===== src/rtl/uninasoc_pkg.sv =====
// Shared SoC constants: default interrupt source count and the register map of
// the platform interrupt controller.
package uninasoc_pkg;

    localparam int NUM_IRQ   = 3;
    localparam int IRQC_ID_W = 5;

    localparam logic [7:0] IRQC_PENDING_OFF = 8'h00;
    localparam logic [7:0] IRQC_ENABLE_OFF  = 8'h04;
    localparam logic [7:0] IRQC_EDGE_OFF    = 8'h08;
    localparam logic [7:0] IRQC_THRESH_OFF  = 8'h0C;
    localparam logic [7:0] IRQC_CLAIM_OFF   = 8'h10;
    localparam logic [7:0] IRQC_PRIO_BASE   = 8'h20;

endpackage


===== src/rtl/uninasoc_irq_ctrl_if.sv =====
// Register access port of the interrupt controller: single-cycle req with an
// ack (and read data) returned exactly one cycle later.
interface uninasoc_irq_ctrl_if;

    logic        req;
    logic        we;
    logic [7:0]  addr;
    logic [31:0] wdata;
    logic        ack;
    logic [31:0] rdata;

    modport master (output req, output we, output addr, output wdata,
                    input  ack, input  rdata);

    modport slave  (input  req, input  we, input  addr, input  wdata,
                    output ack, output rdata);

endinterface


===== src/rtl/uninasoc_irq_arbiter.sv =====
// Combinational pick of the highest-priority candidate, lowest ID on ties,
// qualified against the priority threshold.
module uninasoc_irq_arbiter #(
    parameter int NUM_IRQ = 3,
    parameter int PRIO_W  = 3
) (
    input  logic [NUM_IRQ-1:0]                    cand,
    input  logic [NUM_IRQ-1:0][PRIO_W-1:0]        prio,
    input  logic [PRIO_W-1:0]                     threshold,
    output logic [uninasoc_pkg::IRQC_ID_W-1:0]    id,
    output logic                                  valid
);
    import uninasoc_pkg::*;

    logic [PRIO_W-1:0]    best_prio;
    logic [IRQC_ID_W-1:0] best_id;

    // Strict greater-than keeps the earliest (lowest) ID on ties and never
    // selects a priority-0 source.
    always_comb begin
        best_prio = '0;
        best_id   = '0;
        for (int i = 0; i < NUM_IRQ; i++) begin
            if (cand[i] && (prio[i] > best_prio)) begin
                best_prio = prio[i];
                best_id   = IRQC_ID_W'(i + 1);
            end
        end
        valid = (best_prio > threshold);
        id    = valid ? best_id : '0;
    end

endmodule


===== src/rtl/uninasoc_irq_ctrl.sv =====
// Platform interrupt controller: gateways, enable/priority/threshold registers
// and claim/complete. Define UNINASOC_IRQ_SYNC_EN to add 2-flop input synchronisers.
module uninasoc_irq_ctrl #(
    parameter int NUM_IRQ = uninasoc_pkg::NUM_IRQ,
    parameter int PRIO_W  = 3,
    parameter int DATA_W  = 32
) (
    input  logic                                  clk_i,
    input  logic                                  rst_ni,
    input  logic [NUM_IRQ-1:0]                    irq_src_i,
    uninasoc_irq_ctrl_if.slave                    bus,
    output logic                                  irq_o,
    output logic [uninasoc_pkg::IRQC_ID_W-1:0]    irq_id_o
);
    import uninasoc_pkg::*;

    logic [NUM_IRQ-1:0]             src_cond, src_prev, gate_set;
    logic [NUM_IRQ-1:0]             pending, in_service, enable, edge_mode;
    logic [NUM_IRQ-1:0]             claim_mask, complete_mask;
    logic [PRIO_W-1:0]              threshold;
    logic [NUM_IRQ-1:0][PRIO_W-1:0] prio;
    logic [IRQC_ID_W-1:0]           arb_id;
    logic                           arb_valid;
    logic                           wr, rd, claim_rd, complete_wr, prio_hit;
    logic [5:0]                     prio_idx;
    logic [DATA_W-1:0]              rd_mux;

`ifdef UNINASOC_IRQ_SYNC_EN
    logic [NUM_IRQ-1:0] sync_q1, sync_q2;

    always_ff @(posedge clk_i or negedge rst_ni) begin
        if (!rst_ni) begin
            sync_q1 <= '0;
            sync_q2 <= '0;
        end else begin
            sync_q1 <= irq_src_i;
            sync_q2 <= sync_q1;
        end
    end

    assign src_cond = sync_q2;
`else
    assign src_cond = irq_src_i;
`endif

    assign wr          = bus.req & bus.we;
    assign rd          = bus.req & ~bus.we;
    assign claim_rd    = rd & (bus.addr == IRQC_CLAIM_OFF);
    assign complete_wr = wr & (bus.addr == IRQC_CLAIM_OFF);
    assign prio_idx    = bus.addr[7:2] - 6'd8;
    assign prio_hit    = (bus.addr[1:0] == 2'b00) && (bus.addr >= IRQC_PRIO_BASE)
                         && (int'(prio_idx) < NUM_IRQ);

    // A source in service latches nothing, so edges seen meanwhile are lost.
    assign gate_set = ~in_service & ((edge_mode & src_cond & ~src_prev) |
                                     (~edge_mode & src_cond));

    always_comb begin
        claim_mask    = '0;
        complete_mask = '0;
        for (int i = 0; i < NUM_IRQ; i++) begin
            claim_mask[i]    = claim_rd && (irq_id_o == IRQC_ID_W'(i + 1));
            complete_mask[i] = complete_wr && (bus.wdata == 32'(i + 1));
        end
    end

    always_comb begin
        rd_mux = '0;
        case (bus.addr)
            IRQC_PENDING_OFF: rd_mux[NUM_IRQ-1:0]   = pending;
            IRQC_ENABLE_OFF:  rd_mux[NUM_IRQ-1:0]   = enable;
            IRQC_EDGE_OFF:    rd_mux[NUM_IRQ-1:0]   = edge_mode;
            IRQC_THRESH_OFF:  rd_mux[PRIO_W-1:0]    = threshold;
            IRQC_CLAIM_OFF:   rd_mux[IRQC_ID_W-1:0] = irq_id_o;
            default: begin
                for (int i = 0; i < NUM_IRQ; i++) begin
                    if (prio_hit && (prio_idx == 6'(i))) rd_mux[PRIO_W-1:0] = prio[i];
                end
            end
        endcase
    end

    // The ID being claimed is masked here so the next registered candidate
    // already excludes it, allowing back-to-back claims.
    uninasoc_irq_arbiter #(
        .NUM_IRQ (NUM_IRQ),
        .PRIO_W  (PRIO_W)
    ) u_arbiter (
        .cand      (pending & enable & ~claim_mask),
        .prio      (prio),
        .threshold (threshold),
        .id        (arb_id),
        .valid     (arb_valid)
    );

    always_ff @(posedge clk_i or negedge rst_ni) begin
        if (!rst_ni) begin
            src_prev   <= '0;
            pending    <= '0;
            in_service <= '0;
            enable     <= '0;
            edge_mode  <= '0;
            threshold  <= '0;
            prio       <= '0;
            irq_o      <= 1'b0;
            irq_id_o   <= '0;
            bus.ack    <= 1'b0;
            bus.rdata  <= '0;
        end else begin
            src_prev   <= src_cond;
            pending    <= (pending | gate_set) & ~claim_mask;
            in_service <= (in_service | claim_mask) & ~complete_mask;
            irq_o      <= arb_valid;
            irq_id_o   <= arb_id;
            bus.ack    <= bus.req;
            bus.rdata  <= rd ? rd_mux : '0;
            if (wr && (bus.addr == IRQC_ENABLE_OFF)) enable    <= bus.wdata[NUM_IRQ-1:0];
            if (wr && (bus.addr == IRQC_EDGE_OFF))   edge_mode <= bus.wdata[NUM_IRQ-1:0];
            if (wr && (bus.addr == IRQC_THRESH_OFF)) threshold <= bus.wdata[PRIO_W-1:0];
            for (int i = 0; i < NUM_IRQ; i++) begin
                if (wr && prio_hit && (prio_idx == 6'(i))) prio[i] <= bus.wdata[PRIO_W-1:0];
            end
        end
    end

endmodule


===== src/flat_wrapper.sv =====
// flat-port wrapper written by rule: the top's interface ports become plain ports
module uninasoc_irq_ctrl_flat import uninasoc_pkg::*;
#(
    parameter int NUM_IRQ = uninasoc_pkg::NUM_IRQ,
    parameter int PRIO_W  = 3,
    parameter int DATA_W  = 32
)
  (clk_i, rst_ni, irq_src_i, irq_o, irq_id_o, bus_req, bus_we, bus_addr, bus_wdata, bus_ack, bus_rdata);
  uninasoc_irq_ctrl_if bus_i ();
  input  logic clk_i;
  input  logic rst_ni;
  input  logic [NUM_IRQ-1:0] irq_src_i;
  output logic irq_o;
  output logic [uninasoc_pkg::IRQC_ID_W-1:0] irq_id_o;
  input wire logic [$bits(bus_i.req)-1:0] bus_req;
  input wire logic [$bits(bus_i.we)-1:0] bus_we;
  input wire logic [$bits(bus_i.addr)-1:0] bus_addr;
  input wire logic [$bits(bus_i.wdata)-1:0] bus_wdata;
  output wire logic [$bits(bus_i.ack)-1:0] bus_ack;
  output wire logic [$bits(bus_i.rdata)-1:0] bus_rdata;
  assign bus_i.req = bus_req;
  assign bus_i.we = bus_we;
  assign bus_i.addr = bus_addr;
  assign bus_i.wdata = bus_wdata;
  assign bus_ack = bus_i.ack;
  assign bus_rdata = bus_i.rdata;
  uninasoc_irq_ctrl #(.NUM_IRQ(NUM_IRQ), .PRIO_W(PRIO_W), .DATA_W(DATA_W)) u_core (.clk_i(clk_i), .rst_ni(rst_ni), .irq_src_i(irq_src_i), .bus(bus_i), .irq_o(irq_o), .irq_id_o(irq_id_o));
endmodule

===== config.mk =====
export PLATFORM = sky130hd
export DESIGN_NAME = uninasoc_irq_ctrl_flat
export DESIGN_NICKNAME = d
export VERILOG_FILES = /design/src/rtl/uninasoc_pkg.sv /design/src/rtl/uninasoc_irq_ctrl_if.sv /design/src/rtl/uninasoc_irq_arbiter.sv /design/src/rtl/uninasoc_irq_ctrl.sv /design/src/flat_wrapper.sv
export SDC_FILE = /design/constraint.sdc
export NUM_CORES = 1
export LEC_CHECK = 0
export ABC_AREA = 1
export ABC_CLOCK_PERIOD_IN_PS = 3400
export BUFFER_PORTS_ARGS = -buffer_cell sky130_fd_sc_hd__buf_2
export CAP_MARGIN = 15
export CORE_ASPECT_RATIO = 1.75
export CORE_MARGIN = 5
export CORE_UTILIZATION = 46
export DETAILED_ROUTE_END_ITERATION = 8
export GPL_ROUTABILITY_DRIVEN = 0
export PLACE_DENSITY = 0.81
export SLEW_MARGIN = 5
export SYNTH_ARGS = -nofsm -noshare
export SYNTH_HDL_FRONTEND = slang
export SYNTH_SLANG_ARGS = --single-unit
export TNS_END_PERCENT = 50

===== constraint.sdc =====
create_clock -name clk_i -period 3.4 [get_ports clk_i]
set_clock_uncertainty 0.2 [all_clocks]
set_input_delay 0.34 -clock clk_i [delete_from_list [all_inputs] [get_ports clk_i]]
set_output_delay 0.34 -clock clk_i [all_outputs]
set_load 0.01 [all_outputs]

# After elaboration in Yosys (flattened, before gate mapping)
# Cells that the tools add are included.
# word_totals
reg_bits	66
inputBits	47
elab_cells	90
# op_classes
n_addsub	1
magnitude_cmp	6
n_eq_ne	12
muxes	13
bitwise	21
reduce_logical	24
# op_table
operator	count
32-bit by 2-bit == test with 1-bit output (second input constant)	2
32-bit by 1-bit == test with 1-bit output (second input constant)	1
3-bit AND	8
1-bit logical AND	21
5-bit two-way mux	4
3-bit two-way mux	6
8-bit by 4-bit == test with 1-bit output (second input constant)	2
3-bit NOT	5
3-bit one-hot mux with 5 select lines	1
5-bit by 2-bit == test with 1-bit output (second input constant)	2
3-bit > comparator	3
3-bit OR	3
8-bit by 3-bit == test with 1-bit output (second input constant)	1
8-bit by 5-bit == test with 1-bit output (second input constant)	1
8-bit by 6-bit >= comparator with 1-bit output (second input constant)	1
8-bit logical NOT	1
6-bit by 1-bit == test with 1-bit output (second input constant)	1
6-bit by 2-bit == test with 1-bit output (second input constant)	1
6-bit logical NOT	1
6-bit by 2-bit < comparator with 1-bit output (second input constant)	1
6-bit by 4-bit subtractor with 6-bit output (second input constant)	1
5-bit by 1-bit == test with 1-bit output (second input constant)	1
1-bit AND	4
3-bit by 1-bit > comparator with 1-bit output (second input constant)	1
4 further kinds	4

# Logic depth before layout (Yosys ltp)
# depth
word_depth	16
mapped_depth	29
depth_no_buf	29

# By module
# Synthesis repeated with hierarchy kept, for this count alone.
# hier_totals
cells_unflattened	355
area_unflattened_um2	2643.8
# by_module_without_submodules
module	instances	cells_each	area_per_inst_um2
uninasoc_irq_ctrl	1	286	2237.1
uninasoc_irq_arbiter	1	69	406.6

# Least setup slack after synthesis
# No wires, ideal clock.
# synth_timing
path_kind	input port to flip-flop
startpoint	input bus_addr[6]
endpoint	register u_core.irq_id_o[0] (netlist bit)
t_arrival_ns	3.551
required_ns	3.123
path_slack_ns	-0.428
stages	26
path_cell_list	nor2_1 > nand2_1 > nor2_8 > nand3_4 > nand4_1 > inv_1 > ha_1 > nand3_1 > nand2_1 > nor2_2 > nand3_4 > or2_2 > nand2_1 > ha_1 > nand3_1 > nand3_1 > a21oi_1 > nand2_2 > nand3_1 > nand2_1 > ha_1 > nand2_1 > nor2_1 > inv_1 > a32o_1 > a21oi_1
# synth_via
elab_chain_len	15
elab_cells_between_ends	20
# synth_lines
item	line	source
start, declared	flat_wrapper.sv:17	input wire logic [$bits(bus_i.addr)-1:0] bus_addr;
8-bit by 5-bit == test with 1-bit output (*)	uninasoc_irq_ctrl.sv:48	assign claim_rd = rd & (bus.addr == IRQC_CLAIM_OFF);
1-bit AND (*)	uninasoc_irq_ctrl.sv:48	
1-bit logical AND	uninasoc_irq_ctrl.sv:62	claim_mask[i] = claim_rd && (irq_id_o == IRQC_ID_W'(i + 1));
3-bit NOT (*)	uninasoc_irq_ctrl.sv:89	.cand (pending & enable & ~claim_mask),
3-bit AND (*)	uninasoc_irq_ctrl.sv:89	
1-bit logical AND	uninasoc_irq_arbiter.sv:24	if (cand[i] && (prio[i] > best_prio)) begin
3-bit two-way mux	uninasoc_irq_arbiter.sv:24	
3-bit > comparator	uninasoc_irq_arbiter.sv:24	
1-bit logical AND	uninasoc_irq_arbiter.sv:24	
3-bit two-way mux	uninasoc_irq_arbiter.sv:24	
3-bit > comparator	uninasoc_irq_arbiter.sv:24	
1-bit logical AND	uninasoc_irq_arbiter.sv:24	
3-bit two-way mux	uninasoc_irq_arbiter.sv:24	
3-bit > comparator	uninasoc_irq_arbiter.sv:29	valid = (best_prio > threshold);
5-bit two-way mux (*)	uninasoc_irq_arbiter.sv:30	id = valid ? best_id : '0;
via u_core.arb_id[0]	uninasoc_irq_ctrl.sv:22	logic [IRQC_ID_W-1:0] arb_id;
end signal, assigned	uninasoc_irq_ctrl.sv:114	irq_id_o <= arb_id;
end, declared	uninasoc_irq_ctrl.sv:13	output logic [uninasoc_pkg::IRQC_ID_W-1:0] irq_id_o
# Mark *: on every way through the listed nets, which the timed path passes. The rest lies on a longest branch.
# A chain may end at the register's enable or synchronous reset.

# Worst setup path in the final report
# layout_timing
startpoint	register u_core.prio[2] (netlist bit)
endpoint	register u_core.irq_id_o[0] (netlist bit)
# layout_via
elab_chain_len	11
elab_cells_between_ends	14
# layout_lines
item	line	source
start, declared	uninasoc_irq_ctrl.sv:21	logic [NUM_IRQ-1:0][PRIO_W-1:0] prio;
start signal, assigned by index	uninasoc_irq_ctrl.sv:121	if (wr && prio_hit && (prio_idx == 6'(i))) prio[i] <= bus.wdata[PRIO_W-1:0];
3-bit by 1-bit > comparator with 1-bit output	uninasoc_irq_arbiter.sv:24	
1-bit logical AND	uninasoc_irq_arbiter.sv:24	
3-bit two-way mux	uninasoc_irq_arbiter.sv:24	
3-bit > comparator	uninasoc_irq_arbiter.sv:24	
1-bit logical AND	uninasoc_irq_arbiter.sv:24	
3-bit two-way mux	uninasoc_irq_arbiter.sv:24	
3-bit > comparator	uninasoc_irq_arbiter.sv:24	
1-bit logical AND	uninasoc_irq_arbiter.sv:24	
3-bit two-way mux	uninasoc_irq_arbiter.sv:24	
3-bit > comparator	uninasoc_irq_arbiter.sv:29	
5-bit two-way mux (*)	uninasoc_irq_arbiter.sv:30	
via u_core.arb_id[0]	uninasoc_irq_ctrl.sv:22	
# Marks and branches as above.

==> impl_metrics.ini <==
[detailed_routing]
wl_per_cell_um = 15.4
drt-total-wl_um = 7640
first_pass_iters = 5
routed-via-count = 2678
vias_per_cell = 5.39
first_iter_violations = 145
drt.antenna.violating_nets = 0
drc = 0

[placement]
place_inst = 468
io_buffers = 53
placed_area_um2 = 2860
dp_hpwl_um = 5410

[sta]
fin_crit_sh_pct = 117
finalCriticalPeriod_ns = 3.97
fin_ws_ns = -0.572
fmax_mhz = 252
tightest_slew_ns = 0.752
hold_slack_ns = 0.225
drv_slew = 0
setup_tns_ns = -1.65
slew_headroom_pct = 49.9
finalSetupViolations = 3
rsz0062_at_grt = true
hold_viol = 0

[status]
failed_checks = negative setup slack
outcome = finished, violations left

[pwr]
p_total_w = 0.000868
leakage_nw = 1.76
irDropWorstVdd_uv = 161
power.density_nw_per_um2 = 264

[min_path]
min_path_cells = 5
hold_path_class = input port to register
min_from = bus_wdata[21]
whs_endpoint = u_core.in_service[1]

[die]
initial_core_util_pct = 47.0
core_area_um2 = 5210
dieArea_um2 = 6950
dieWidth_um = 65.2
num_rows = 35
io_pins = 86
die_h_um = 107

[finish]
fin_cells = 497
layout_commonest_cell = nand2_1
n_antenna_cell = 0
nFillCells = 425
stdcell_area_um2 = 3290
area_growth_pct = 34.0
layout_common_cells = 76 x nand2_1, 53 x buf_2, 41 x buf_4, 39 x inv_1, 34 x dfrtp_1
final_nets = 498
drive_gt1_share_pct = 35.5

[clocking]
cts_root_buffer = clkbuf_8
clockBufferDepth = 2
tritoncts = done
numClockSinks = 34
htree_num_levels = 2
numCtsBuffers = 5
clkTransAtPathRegs_ns = 0.07
insertion_delay_ns = 0.29

[synthesis]
synth_cells = 337
synth-seq-cells = 34
yosysSeqAreaShare_pct = 34.7
avgSynthCellArea_um2 = 7.27
yosys_warnings = 0
synth_area_um2 = 2450
ys_types = 32

[setup_path]
reg2reg_slack_ns = -0.57
cp-start-kind = register
crit_slowest_cell = or3_4
worstPathRequired_ns = 3.42
endpoint_kind = register
critPathArrivalTime_ns = 4.00
critPathMaxStageDelay_ns = 0.41
crit_type = register to register
rr_startpoint = u_core.prio[2]
path_cells = or3_4 -> nand4_1 -> inv_2 -> ha_4 -> nor2_1 -> nor2_1 -> nor2_4 -> nand3_4 -> or2_4 -> nand2_4 -> ha_4 -> a31oi_4 -> a21oi_2 -> nand2_2 -> inv_2 -> nand2_1 -> nand2_1 -> ha_1 -> nand2_2 -> nor2_2 -> inv_1 -> a32o_2 -> a21oi_2
r2r_end = u_core.irq_id_o[0]
worst_r2r_path_depth = 23
cp_max_fo = 6

[global_route]
grt_max_degree = 35
grt.overflow.total = 0
grtUsageTotal_pct = 21.3
grt_pass1_vias = 2663
antenna_found_initial = 0
grt_pass1_wl_um = 11400

[flow_run]
drv_cap = 0
[through the flow]
step / setup WS [ns] / utilization (%)
final: -0.572 / 63.0
after detailed placement: -0.618 / 54.8
after global routing: -0.723 / 63.0
after global placement: -0.429 / 54.8
after floorplan: -0.313 / -
after CTS: -0.396 / 60.0
[area by class of cell]
cell class / instances / area [um2] / share of cell area (%)
Multi-Input combinational cell: 256 / 1480 / 45.1
Sequential cell: 34 / 851 / 25.9
Timing Repair Buffer: 99 / 623 / 19.0
Inverter: 45 / 169 / 5.14
Clock buffer: 7 / 86.3 / 2.63
Tap cell: 55 / 68.8 / 2.09
Clock inverter: 1 / 5.00 / 0.152
[cell usage after synthesis (all sizes together)]
master,number,area [um2]
o21ai,21,109
a21oi,10,50.1
buf,33,248
and3,1,6.26
dfrtp,34,851
a31oi,1,6.26
nand4,8,56.3
conb,1,3.75
nor3,4,20.0
or2,3,18.8
inv,45,169
nand3,26,165
nor4,3,18.8
nor2,43,205
nand2,89,359
a32o,1,10.0
a22oi,1,7.51
xnor2,1,8.76
a21boi,1,7.51
or3,1,6.26
ha,10,125
[kinds of logic after synthesis]
| kind of cell | share of synthesized area [%] |
|---|---|
| simple gates | 34.9 |
| other cells | 0.153 |
| xor+xnor | 0.357 |
| flops | 34.7 |
| compound gates | 7.76 |
| fa+ha+maj | 5.10 |
| buf+inv | 17.0 |
[sequential cells by signal, summed over array words and instances (netlist names)]
register,count
u_core.edge_mode,3
u_core.prio,9
u_core.in_service,3
u_core.src_prev,3
u_core.enable,3
u_core.bus.ack,1
u_core.irq_o,1
u_core.pending,3
u_core.bus.rdata,3
u_core.threshold,3
u_core.irq_id_o,2
[what timing repair did]
item,CTS,global route
pin swaps,5,19
cloned,0,0
hold buffers,5,0
resized for setup,12,22
setup buffers,9,8
setup endpoints to repair,3,3
hold endpoints to repair,38,0
[worst max-delay path, delay by kind of cell (launching register included)]
family	cells	cell delay [ns]
fa+ha+maj	3	0.66
buf+inv	3	0.18
flops	1	0.38
compound gates	4	0.65
simple gates	13	1.81
[report_power, final]
| part | internal (W) | leakage, nW | total [W] | switching, W |
|---|---|---|---|---|
| sequential | 0.000413 | 0.449 | 0.000419 | 0.00000592 |
| clock | 0.000163 | 0.0482 | 0.000310 | 0.000147 |
| combinational | 0.0000536 | 1.26 | 0.000138 | 0.0000847 |
[worst max-delay path by stage]
stage,start,endpoint,slack (ns),cells past startpoint
after detailed placement,bus_addr[6],u_core.irq_id_o[0],-0.62,27
after floorplan,bus_addr[4],u_core.irq_id_o[1],-0.31,27
after global routing,u_core.pending[0],u_core.irq_id_o[0],-0.72,25
after CTS,u_core.prio[1],u_core.irq_id_o[0],-0.40,23
after global placement,bus_addr[6],u_core.irq_id_o[1],-0.43,27
final,u_core.prio[2],u_core.irq_id_o[0],-0.57,23
[metal layers]
layer  vias up  wire length [um]  part of all wire (%)  track usage (%)
li1       1223                 -                     -                -
met1      1199              2470                    32             20.0
met2       198              3760                    49             37.3
met3        58               701                   9.2             4.44
met4         0               709                   9.3             18.8
met5         -                 0                     0                0
No activity file was read; power rests on OpenSTA's default activity.
